## src/rtl/sram_arbiter.sv

```systemverilog
// Two-port arbiter in front of a single 16-bit-phased SRAM controller; one atomic 32-bit op per grant.
// Optional SRAM_ARB_RR_EN selects round-robin between ports; otherwise port 0 has fixed priority.
module sram_arbiter #(
    parameter int ADDR_W = 32,
    parameter int DATA_W = 32
) (
    input  logic              clk,
    input  logic              rst,
    input  logic              p0_wr_en,
    input  logic              p0_rd_en,
    input  logic [ADDR_W-1:0] p0_addr,
    input  logic [DATA_W-1:0] p0_wdata,
    output logic [DATA_W-1:0] p0_rdata,
    output logic              p0_done,
    output logic              p0_stall,
    input  logic              p1_wr_en,
    input  logic              p1_rd_en,
    input  logic [ADDR_W-1:0] p1_addr,
    input  logic [DATA_W-1:0] p1_wdata,
    output logic [DATA_W-1:0] p1_rdata,
    output logic              p1_done,
    output logic              p1_stall,
    output logic [1:0]        owner,
    output logic              sram_writeEn,
    output logic              sram_readEn,
    output logic [ADDR_W-1:0] sram_address,
    output logic [DATA_W-1:0] sram_WriteData,
    input  logic [DATA_W-1:0] sram_ReadData,
    input  logic              sram_ready
);

    typedef enum logic [1:0] {
        ST_IDLE,
        ST_BUSY,
        ST_DONE
    } state_t;

    state_t            r_state;
    state_t            w_next;
    logic              r_port;
    logic              r_wr;
    logic [ADDR_W-1:0] r_addr;
    logic [DATA_W-1:0] r_wdata;
    logic [DATA_W-1:0] r_p0_rdata;
    logic [DATA_W-1:0] r_p1_rdata;

    logic              w_req0;
    logic              w_req1;
    logic              w_launch;
    logic              w_grant;
    logic              w_sel_wr;
    logic [ADDR_W-1:0] w_sel_addr;
    logic [DATA_W-1:0] w_sel_wdata;

    assign w_req0   = p0_wr_en | p0_rd_en;
    assign w_req1   = p1_wr_en | p1_rd_en;
    assign w_launch = (r_state == ST_IDLE) && (w_req0 || w_req1);

`ifdef SRAM_ARB_RR_EN
    logic r_last;

    always_ff @(posedge clk) begin
        if (rst) begin
            r_last <= 1'b1;
        end else if (w_launch) begin
            r_last <= w_grant;
        end
    end

    // On contention the port not served last wins; a lone requester always wins.
    assign w_grant = (w_req0 && w_req1) ? ~r_last : w_req1;
`else
    assign w_grant = ~w_req0 & w_req1;
`endif

    // Write takes precedence when a port raises both wr_en and rd_en.
    assign w_sel_wr    = w_grant ? p1_wr_en : p0_wr_en;
    assign w_sel_addr  = w_grant ? p1_addr  : p0_addr;
    assign w_sel_wdata = w_grant ? p1_wdata : p0_wdata;

    always_ff @(posedge clk) begin
        if (rst) begin
            r_state    <= ST_IDLE;
            r_port     <= 1'b0;
            r_wr       <= 1'b0;
            r_p0_rdata <= '0;
            r_p1_rdata <= '0;
        end else begin
            r_state <= w_next;
            if (w_launch) begin
                r_port <= w_grant;
                r_wr   <= w_sel_wr;
            end
            if (r_state == ST_BUSY && sram_ready && !r_wr) begin
                if (r_port) begin
                    r_p1_rdata <= sram_ReadData;
                end else begin
                    r_p0_rdata <= sram_ReadData;
                end
            end
        end
    end

    always_ff @(posedge clk) begin
        if (w_launch) begin
            r_addr  <= w_sel_addr;
            r_wdata <= w_sel_wdata;
        end
    end

    always_comb begin
        w_next         = r_state;
        sram_writeEn   = 1'b0;
        sram_readEn    = 1'b0;
        sram_address   = '0;
        sram_WriteData = '0;
        owner          = 2'b00;
        p0_done        = 1'b0;
        p1_done        = 1'b0;
        case (r_state)
            ST_IDLE: begin
                if (w_req0 || w_req1) begin
                    w_next = ST_BUSY;
                end
            end
            ST_BUSY: begin
                // The first BUSY cycle always sees ready low, so no special case is needed.
                sram_writeEn   = r_wr;
                sram_readEn    = ~r_wr;
                sram_address   = r_addr;
                sram_WriteData = r_wdata;
                owner          = r_port ? 2'b10 : 2'b01;
                if (sram_ready) begin
                    w_next = ST_DONE;
                end
            end
            ST_DONE: begin
                owner   = r_port ? 2'b10 : 2'b01;
                p0_done = ~r_port;
                p1_done = r_port;
                w_next  = ST_IDLE;
            end
            default: begin
                w_next = ST_IDLE;
            end
        endcase
    end

    assign p0_rdata = r_p0_rdata;
    assign p1_rdata = r_p1_rdata;
    assign p0_stall = w_req0 & ~p0_done;
    assign p1_stall = w_req1 & ~p1_done;

endmodule

```

## config.mk

```make
export PLATFORM = sky130hd
export DESIGN_NAME = sram_arbiter
export DESIGN_NICKNAME = d
export VERILOG_FILES = /design/src/rtl/sram_arbiter.sv
export SDC_FILE = /design/constraint.sdc
export NUM_CORES = 1
export LEC_CHECK = 0
export ABC_AREA = 1
export ABC_CLOCK_PERIOD_IN_PS = 3300
export CORE_MARGIN = 2
export CORE_UTILIZATION = 40
export DETAILED_ROUTE_END_ITERATION = 8
export GPL_TIMING_DRIVEN = 0
export PLACE_DENSITY = 0.8
export SETUP_SLACK_MARGIN = 0.02
export SYNTH_ARGS = -nofsm -noshare
export SYNTH_HDL_FRONTEND = slang
export SYNTH_SLANG_ARGS = --single-unit
```

## constraint.sdc

```tcl
create_clock -name clk -period 3.3 [get_ports clk]
set_clock_uncertainty 0.1 [all_clocks]
set_input_delay 0.66 -clock clk [delete_from_list [all_inputs] [get_ports clk]]
set_output_delay 0.66 -clock clk [all_outputs]
set_load 0.01 [all_outputs]
```

After elaboration in Yosys (flattened, before gate mapping)
Index checks and enable logic that the tools add are counted.
Widths: inputs -> output; s select.

storage, ports and cells
  output and inout port bits = 136
  register bits = 132

cells by class
  reductions and logical operators = 10
  mux-type cells = 14
  bitwise operators = 10
  equal/unequal tests = 4

operators with widths
  kind                number
  $mux 32             4
  $mux 2              4
  $reduce_and 2->1    3
  $mux 1              5
  $not 1->1           5
  $pmux 2 s2          1
  $and 1x1->1         3
  $logic_and 1x1->1   3
  $eq 2x1->1 const B  1
  $eq 2x2->1 const B  1
  $logic_not 2->1     1
  $ne 2x1->1 const B  1
  $ne 2x2->1 const B  1
  $or 1x1->1          2
  $reduce_or 2->1     1
  $logic_not 1->1     1
  $logic_or 1x1->1    1

Depth between registers and ports, before layout
Gate-level depths: netlist (run 1).

  depth after elaboration = 4
  mapped depth = 8
  mapped depth without buffers = 7

Worst setup path before layout (run 1)
Ideal clock, no wire load.

  path kind = input-to-reg
  from = in p1_rd_en
  to = reg r_addr[0] (enable)
  data arrival time = 2.103 ns
  stages = 4
  slack = 0.678 ns
  required time = 2.781 ns
  cells stage by stage = nor2_1 > nand2_1 > nand2_1 > inv_1

on the way
  longest elaborated chain between the ends = 3

ends and longest elaborated chain
  element                 line  RTL
  start: declaration      17    input logic p1_rd_en,
  $or 1x1->1              56    assign w_req1 = p1_wr_en | p1_rd_en;
  $logic_or 1x1->1        57    assign w_launch = (r_state == ST_IDLE) && (w_req0 || w_req1);
  $logic_and 1x1->1       57
  net w_launch            49    logic w_launch;
  end signal: assignment  106   r_addr <= w_sel_addr;
  end: declaration        42    logic [ADDR_W-1:0] r_addr;

The timed path passes the listed nets, and every way through them passes these cells.
A chain may end at the register's enable or synchronous reset.

Worst setup path after layout (run 1)
  from = reg r_state[1]
  to = out sram_WriteData[29]

on the way
  longest elaborated chain between the ends = 2

ends and longest elaborated chain
  element                   line  RTL
  start: declaration        38    state_t r_state;
  start signal: assignment  89    r_state <= w_next;
  $eq 2x1->1                120   case (r_state)
  $mux 32                   120
  end: declaration          27    output logic [DATA_W-1:0] sram_WriteData,

No other way between the ends.

==> summary.txt, run 1 <==
Floorplan
  • Die Area: 0.01597 mm^2
  • Chip Height: 126.4 um
  • I/O pins: 303
  • Die width: 126.4 um
  • Initial Util: 41.05%
  • Core area: 0.01459 mm^2
  • Placement Rows: 44

STA
  • Final Hold Violating Endpoints: 0
  • Fin crit share: 95.43%
  • Worst setup margin: 0.1507 ns
  • RSZ-0062 raised after global routing: false
  • Period minus WS final: 3.149 ns
  • Hold_ws: 0.3581 ns
  • Worst Tran Pin Value: 0.5902 ns
  • Headroom to the max-slew limit: 60.60%
  • Pins over their slew limit: 0
  • FMAX: 317.5 MHz
  • Setup violations, final: 0

Placement
  • DP HPWL: 15700 um
  • Input/output buffers: 301
  • Placed cell count: 1238
  • DP Area: 0.009253 mm^2
  • Placer Congestion: 0.8554
  • Pre-CTS setup slack: 0.006909 ns

Clock tree
  • Clk root buf: clkbuf_16
  • Reg clk slew, reported paths: 0.06 ns
  • CTS max path bufs: 2
  • Hold Buf Count CTS: 0
  • H-tree depth: 4
  • TritonCTS Sinks: 132
  • Clock Latency Late Sink: 0.42 ns
  • CTS buffer count: 17
  • CTS tree: done

Worst hold path
  • Hold Crit Start: p0_rdata[26]
  • Worst hold path class: reg2reg
  • Hold Path End: p0_rdata[26]
  • WHS Path Cells: 2

Setup path
  • Reg2reg setup slack: 1.32 ns
  • CP Launch Type: register
  • Worst path most repeated cell: inv_1
  • RR Startpoint: r_state[1]
  • Worst path slowest cell: clkdlybuf4s50_1
  • Crit path cell chain: inv_1, ha_1, clkbuf_2, clkbuf_4, nand2_1, inv_1, clkdlybuf4s50_1
  • Reg2reg path depth: 5
  • Critical Path RT: 2.54 ns
  • Largest stage delay, worst path: 0.58 ns
  • Worst Path Arrival: 2.39 ns
  • CP top delay family: buffers and inverters
  • Critical Setup Path Class: reg2out
  • Largest fanout on the critical path: 10
  • Crit Reg-Reg Endpoint: r_addr[12]
  • CP Capture Type: output port
  • Buffers & Inverters on Critical Path: 5

Finish
  • Area Overhead vs Synth: 63.71%
  • Fillers: 1190
  • Finished Cell Area: 0.009806 mm^2
  • Layout Cells excl Fill: 1270
  • N_diodes: 0
  • Share of cells above drive strength 1: 5.985%
  • Number of nets in the layout: 1245

Synthesis
  • Most common cell in the netlist: nand2_1
  • Post-Syn Nets: 924
  • Number of distinct library cells after synthesis: 17
  • Top cell type's share of synthesized area: 32.09%
  • Syn Area/Cell: 7.965 um^2
  • Cell count after synthesis: 752
  • Post-Synthesis Cell Area: 0.005989 mm^2
  • Largest cells by area after synthesis: edfxtp_1 (32%), dfxtp_1 (23%), nand2_1 (17%), nand3_1 (11%), a21oi_1 (5.6%)
  • Sequential cell area fraction in the yosys report: 54.82%
  • Yosys top cell by area: edfxtp_1
  • Post-synth EDFFs: 64
  • Post-synth top cells: nand2_1 (268), nand3_1 (132), inv_1 (79)
  • Synth Flop Type: dfxtp_1
  • Async S/R FF share, synth: 0%
  • Synthesis warning total: 0
  • Number of synthesized register bits: 132

Pwr
  • Pwr Total: 5.149 mW
  • Worst-case vdd ir drop: 0.3158 mV
  • P_sw: 1.498 mW
  • LEAKAGE: 4.258 nW
  • Switching share of power: 29.08%
  • Pint: 3.652 mW
  • Pwr dens: 525.1 mW/mm^2
  • Clock power frac: 33.4%
  • Part of the power in registers: 40.2%
  • Comb pwr share: 26.3%

GRT
  • Met2 Use GR: 46.12%
  • GR met3 Demand/Resource: 9.490%
  • Grt peak-use layer: met2
  • Vias in the first global route: 6045
  • M1 GR Usage: 28.20%
  • Initial antenna violation count: 0
  • Gr usage total: 25.59%
  • Largest net degree at the start of global routing: 40
  • First-pass GRT wire length: 31830 um
  • Total congestion overflow: 0

Route
  • First DRT Iteration DRCs: 307
  • Routed Antenna Nets: 0
  • Final wirelength: 20760 um
  • Vias: 6150
  • Pre-Repair DR Iteration Count: 5
  • Vias per inst: 4.843
  • DRC Markers: 0
  • Routed WL per cell: 16.35 um

Run
  • Max cap viols: 0

Outcome
  • Status: finished, final reports clean
-- power groups by stage --
stage,registers (mW),clock network [mW],logic [mW]
after global routing,2.09,1.83,1.47
after detailed placement,2.10,0,1.36
after global placement,2.11,0,1.33
final,2.07,1.72,1.36
after CTS,2.07,1.75,1.37
after floorplan,2.11,0,0.576
-- sequential cells by signal (all words and copies together) (netlist names) --
register,flops
p0_rdata,32
p1_rdata,32
r_addr,32
r_wdata,32
r_state,2
r_port,1
r_wr,1
-- layout by cell type (no fill, tap or decap) --
cell type and instances:
buf_6 6, buf_2 18, o21bai_1 1, clkbuf_8 1, nand3_1 132, buf_4 1
clkbuf_16 17, inv_2 1, dfxtp_1 68, clkinvlp_4 1, clkbuf_2 2, nand2_1 268
clkinv_4 7, inv_4 1, edfxtp_1 64, nor2_1 10, inv_6 2, ha_1 5
buf_12 1, a21oi_1 67, nor2_2 2, or2_2 1, inv_1 78, o21ai_0 1
clkbuf_1 21, clkinv_2 2, buf_1 5, clkdlybuf4s50_1 301, clkbuf_4 2
-- tightest hold or removal path, cell delays in order (launching register included) --
cell	delay (ns)
dfxtp_1	0.31
nand2_1	0.06
a21oi_1	0.05
-- per-layer routing --
layer	wire length (um)	vias up
met2	10470	263
met1	7979	2800
met3	1968	27
met5	0	-
li1	-	3060
met4	337	0
-- what timing repair did --
| item | CTS | global route |
|---|---|---|
| endpoints found under the setup margin | 51 | 4 |
| buffers inserted | 0 | 0 |
| gates resized for setup | 2 | 2 |
| hold endpoints to repair | 0 | 0 |
-- area by class of cell --
type / count / area (um^2) / share of cell area [%]
Sequential cell: 132 / 3283 / 33.48
Timing Repair Buffer: 302 / 3033 / 30.93
Multi-Input combinational cell: 487 / 2133 / 21.76
Clock buffer: 19 / 442.9 / 4.517
Inverter: 79 / 296.5 / 3.024
Buffer: 54 / 284.0 / 2.897
Tap cell: 184 / 230.2 / 2.348
Clock inverter: 13 / 102.6 / 1.046
-- through the flow --
stage | utilization [%] | TNS [ns]
detailed placement | 63.42 | 0
finish | 67.21 | 0
global route | 67.21 | 0
floorplan | - | 0
global placement | 63.28 | -32.12
CTS | 67.18 | 0
-- cells by family after synthesis --
family                     after synthesis  synth area share (%)
DFF                                    132                 54.82
adders and majority gates                5                 1.044
buffers and inverters                  133                 9.568
and+or+nand+nor                        413                 28.77
AOI/OAI and AO/OA                       69                 5.807
-- worst max path at each step --
stage | start | to | slack (ns) | cells past startpoint
CTS | r_state[1] | sram_WriteData[29] | 0.08 | 7
detailed placement | p0_rd_en | p0_stall | 0.007 | 5
finish | r_state[1] | sram_WriteData[29] | 0.15 | 7
global route | r_state[1] | sram_WriteData[31] | 0.04 | 7
floorplan | p1_rd_en | r_addr[0] | 0.68 | 4
global placement | p1_wr_en | r_addr[6] | -0.50 | 5
No activity file was read; power rests on OpenSTA's default activity.
==> run 2: changes to the inputs <==
--- a/config.mk
+++ b/config.mk
@@ -6,12 +6,11 @@
 export NUM_CORES = 1
 export LEC_CHECK = 0
 export ABC_AREA = 1
-export ABC_CLOCK_PERIOD_IN_PS = 3300
 export CORE_MARGIN = 2
-export CORE_UTILIZATION = 40
+export CORE_UTILIZATION = 35
 export DETAILED_ROUTE_END_ITERATION = 8
 export GPL_TIMING_DRIVEN = 0
-export PLACE_DENSITY = 0.8
+export PLACE_DENSITY = 0.72
 export SETUP_SLACK_MARGIN = 0.02
 export SYNTH_ARGS = -nofsm -noshare
 export SYNTH_HDL_FRONTEND = slang
==> summary.txt, run 2 (synthesis results as in run 1) <==
Setup path
  • Crit Reg-Reg Endpoint: r_addr[0]
  • RR Startpoint: r_state[0]
  • Reg2reg path depth: 5 (unchanged)
  • Reg2reg setup slack: 1.26 ns (-0.06 ns)
  • Largest fanout on the critical path: 10 (unchanged)
  • CP Capture Type: output port
  • Crit path launch: p0_rd_en
  • CP Launch Type: primary input
  • Critical Path RT: 2.54 ns (about the same)
  • Critical Setup Path Class: in2out
  • Worst Path Arrival: 2.32 ns (-0.07 ns)

GRT
  • Gr usage total: 23.05% (-2.5 points)
  • Total congestion overflow: 0 (unchanged)
  • Largest net degree at the start of global routing: 40 (unchanged)
  • Vias in the first global route: 5798 (-4.1%)
  • Initial antenna violation count: 0 (unchanged)
  • First-pass GRT wire length: 31970 um (+0.46%)

Finish
  • Most frequent cells in the layout: clkdlybuf4s50_1 (301), nand2_1 (268), nand3_1 (132)
  • Finished Cell Area: 0.009884 mm^2 (+0.80%)
  • Most common cell after layout, fill and taps aside: clkdlybuf4s50_1
  • N_diodes: 0 (unchanged)
  • Area Overhead vs Synth: 65.03%
  • Fillers: 1485 (+25%)
  • Share of cells above drive strength 1: 5.801% (-0.18 points)
  • Number of nets in the layout: 1245 (unchanged)

STA
  • Hold_ws: 0.3594 ns (+0.001281 ns)
  • Headroom to the max-slew limit: 56.29% (-4.3 points)
  • Setup violations, final: 0 (unchanged)
  • Final Hold Violating Endpoints: 0 (unchanged)
  • Period minus WS final: 3.084 ns (-0.06524 ns)
  • Worst Tran Pin Value: 0.6547 ns (+0.06450 ns)
  • Fin crit share: 93.46% (-2.0 points)
  • FMAX: 324.3 MHz (+2.1%)
  • Pins over their slew limit: 0 (unchanged)
  • RSZ-0062 raised after global routing: false

Floorplan
  • Chip Height: 134.8 um (+6.7%)
  • Initial Util: 35.99% (-5.1 points)
  • Placement Rows: 47 (+6.8%)
  • Die width: 134.8 um (+6.7%)
  • Core area: 0.01664 mm^2 (+14%)
  • I/O pins: 303 (unchanged)
  • Die Area: 0.01818 mm^2 (+14%)

Route
  • Routed Antenna Nets: 0 (unchanged)
  • DRC Markers: 0 (unchanged)
  • Final wirelength: 21340 um (+2.8%)
  • Vias per inst: 4.691 (-3.1%)
  • Pre-Repair DR Iteration Count: 4 (-1)
  • Vias: 6127 (-0.37%)
  • Routed WL per cell: 16.34 um (about the same)
  • First DRT Iteration DRCs: 278 (-9.4%)

Worst hold path
  • Worst hold path class: reg2reg
  • Hold Crit Start: p1_rdata[1]
  • Hold Path End: p1_rdata[1]
  • WHS Path Cells: 2 (unchanged)

Clock tree
  • Hold Buf Count CTS: 0 (unchanged)
  • Reg clk slew, reported paths: 0.06 ns (about the same)
  • Clk root buf: clkbuf_16
  • CTS max path bufs: 2 (unchanged)
  • H-tree depth: 4 (unchanged)
  • Clock Latency Late Sink: 0.42 ns (about the same)
  • TritonCTS Sinks: 132 (unchanged)
  • CTS tree: done
  • CTS buffer count: 17 (unchanged)
  • CTS resizes: 2 (unchanged)
  • Setup Buffers After CTS: 0 (unchanged)

Pwr
  • LEAKAGE: 4.283 nW (+0.59%)
  • Pwr dens: 532.8 mW/mm^2 (+1.5%)
  • Worst-case vdd ir drop: 0.3472 mV (+9.9%)

Placement
  • DP HPWL: 15940 um (+1.5%)
  • Input/output buffers: 301 (unchanged)
  • Placer Congestion: 0.8500 (-0.63%)
  • DP Area: 0.009298 mm^2 (+0.49%)

Outcome
  • Status: finished, final reports clean

Run
  • Max cap viols: 0 (unchanged)
## run 2: cell count changes in the layout (fill, tap and decap cells not counted), sizes merged
cell and delta:
inv -1, clkinv -4, clkbuf +6, clkinvlp -1
## run 2: worst max path at each step
stage / depth (start not counted) / end / slack (ns)
finish: 5 / p0_stall / 0.22
global route: 7 / sram_WriteData[25] / 0.06
CTS: 7 / sram_address[0] / 0.05
detailed placement: 5 / p0_stall / -0.03
global placement: 5 / r_addr[10] / -0.61
floorplan: 4 / r_addr[0] / 0.68
## run 2: critical path, stage by stage
cell and delay [ns]:
clkdlybuf4s50_1 0.43, nor2_2 0.27, clkbuf_2 0.36, nor2_1 0.09, clkdlybuf4s50_1 0.51
## run 2: final cells by class
type | instances | area, um^2 | area share, %
clock buffer | 25 | 539.3 | 5.456
sequential | 132 | 3283 | 33.22
buffer | 54 | 286.5 | 2.899
timing repair buffer | 302 | 3033 | 30.68
inverter | 79 | 296.5 | 3.000
multi-input combinational | 487 | 2133 | 21.58
clock inverter | 7 | 37.54 | 0.3797
tap | 220 | 275.3 | 2.785
## run 2: stage by stage
stage / setup TNS (ns) / util, % / power [mW] / worst slack, ns / cells
3_3_place_gp: -38.85 / 55.75 / 3.453 / -0.6058 / 1273
3_5_place_dp: -0.02745 / 55.87 / 3.474 / -0.02745 / 1274
2_1_floorplan: 0 / - / 2.688 / 0.6785 / 752
6_report: 0 / 59.39 / 5.267 / 0.2160 / 1306
5_1_grt: 0 / 59.39 / 5.506 / 0.06360 / 1306
4_1_cts: 0 / 59.35 / 5.311 / 0.05156 / 1306
## run 2: power breakdown
group / switching, mW / internal (mW) / total, mW / leakage (nW)
combinational: 0.699 / 0.663 / 1.36 / 2.80
clock: 0.702 / 1.13 / 1.83 / 0.293
sequential: 0.0707 / 2.00 / 2.07 / 1.19
## run 2: per-layer routing
layer | GRT usage, % | part of all wire, % | up-vias
met5 | 0 | 0 | -
met4 | 7.251 | 1.8 | 0
met3 | 8.896 | 11 | 27
met2 | 39.03 | 48 | 258
met1 | 26.95 | 39 | 2787
li1 | - | - | 3055
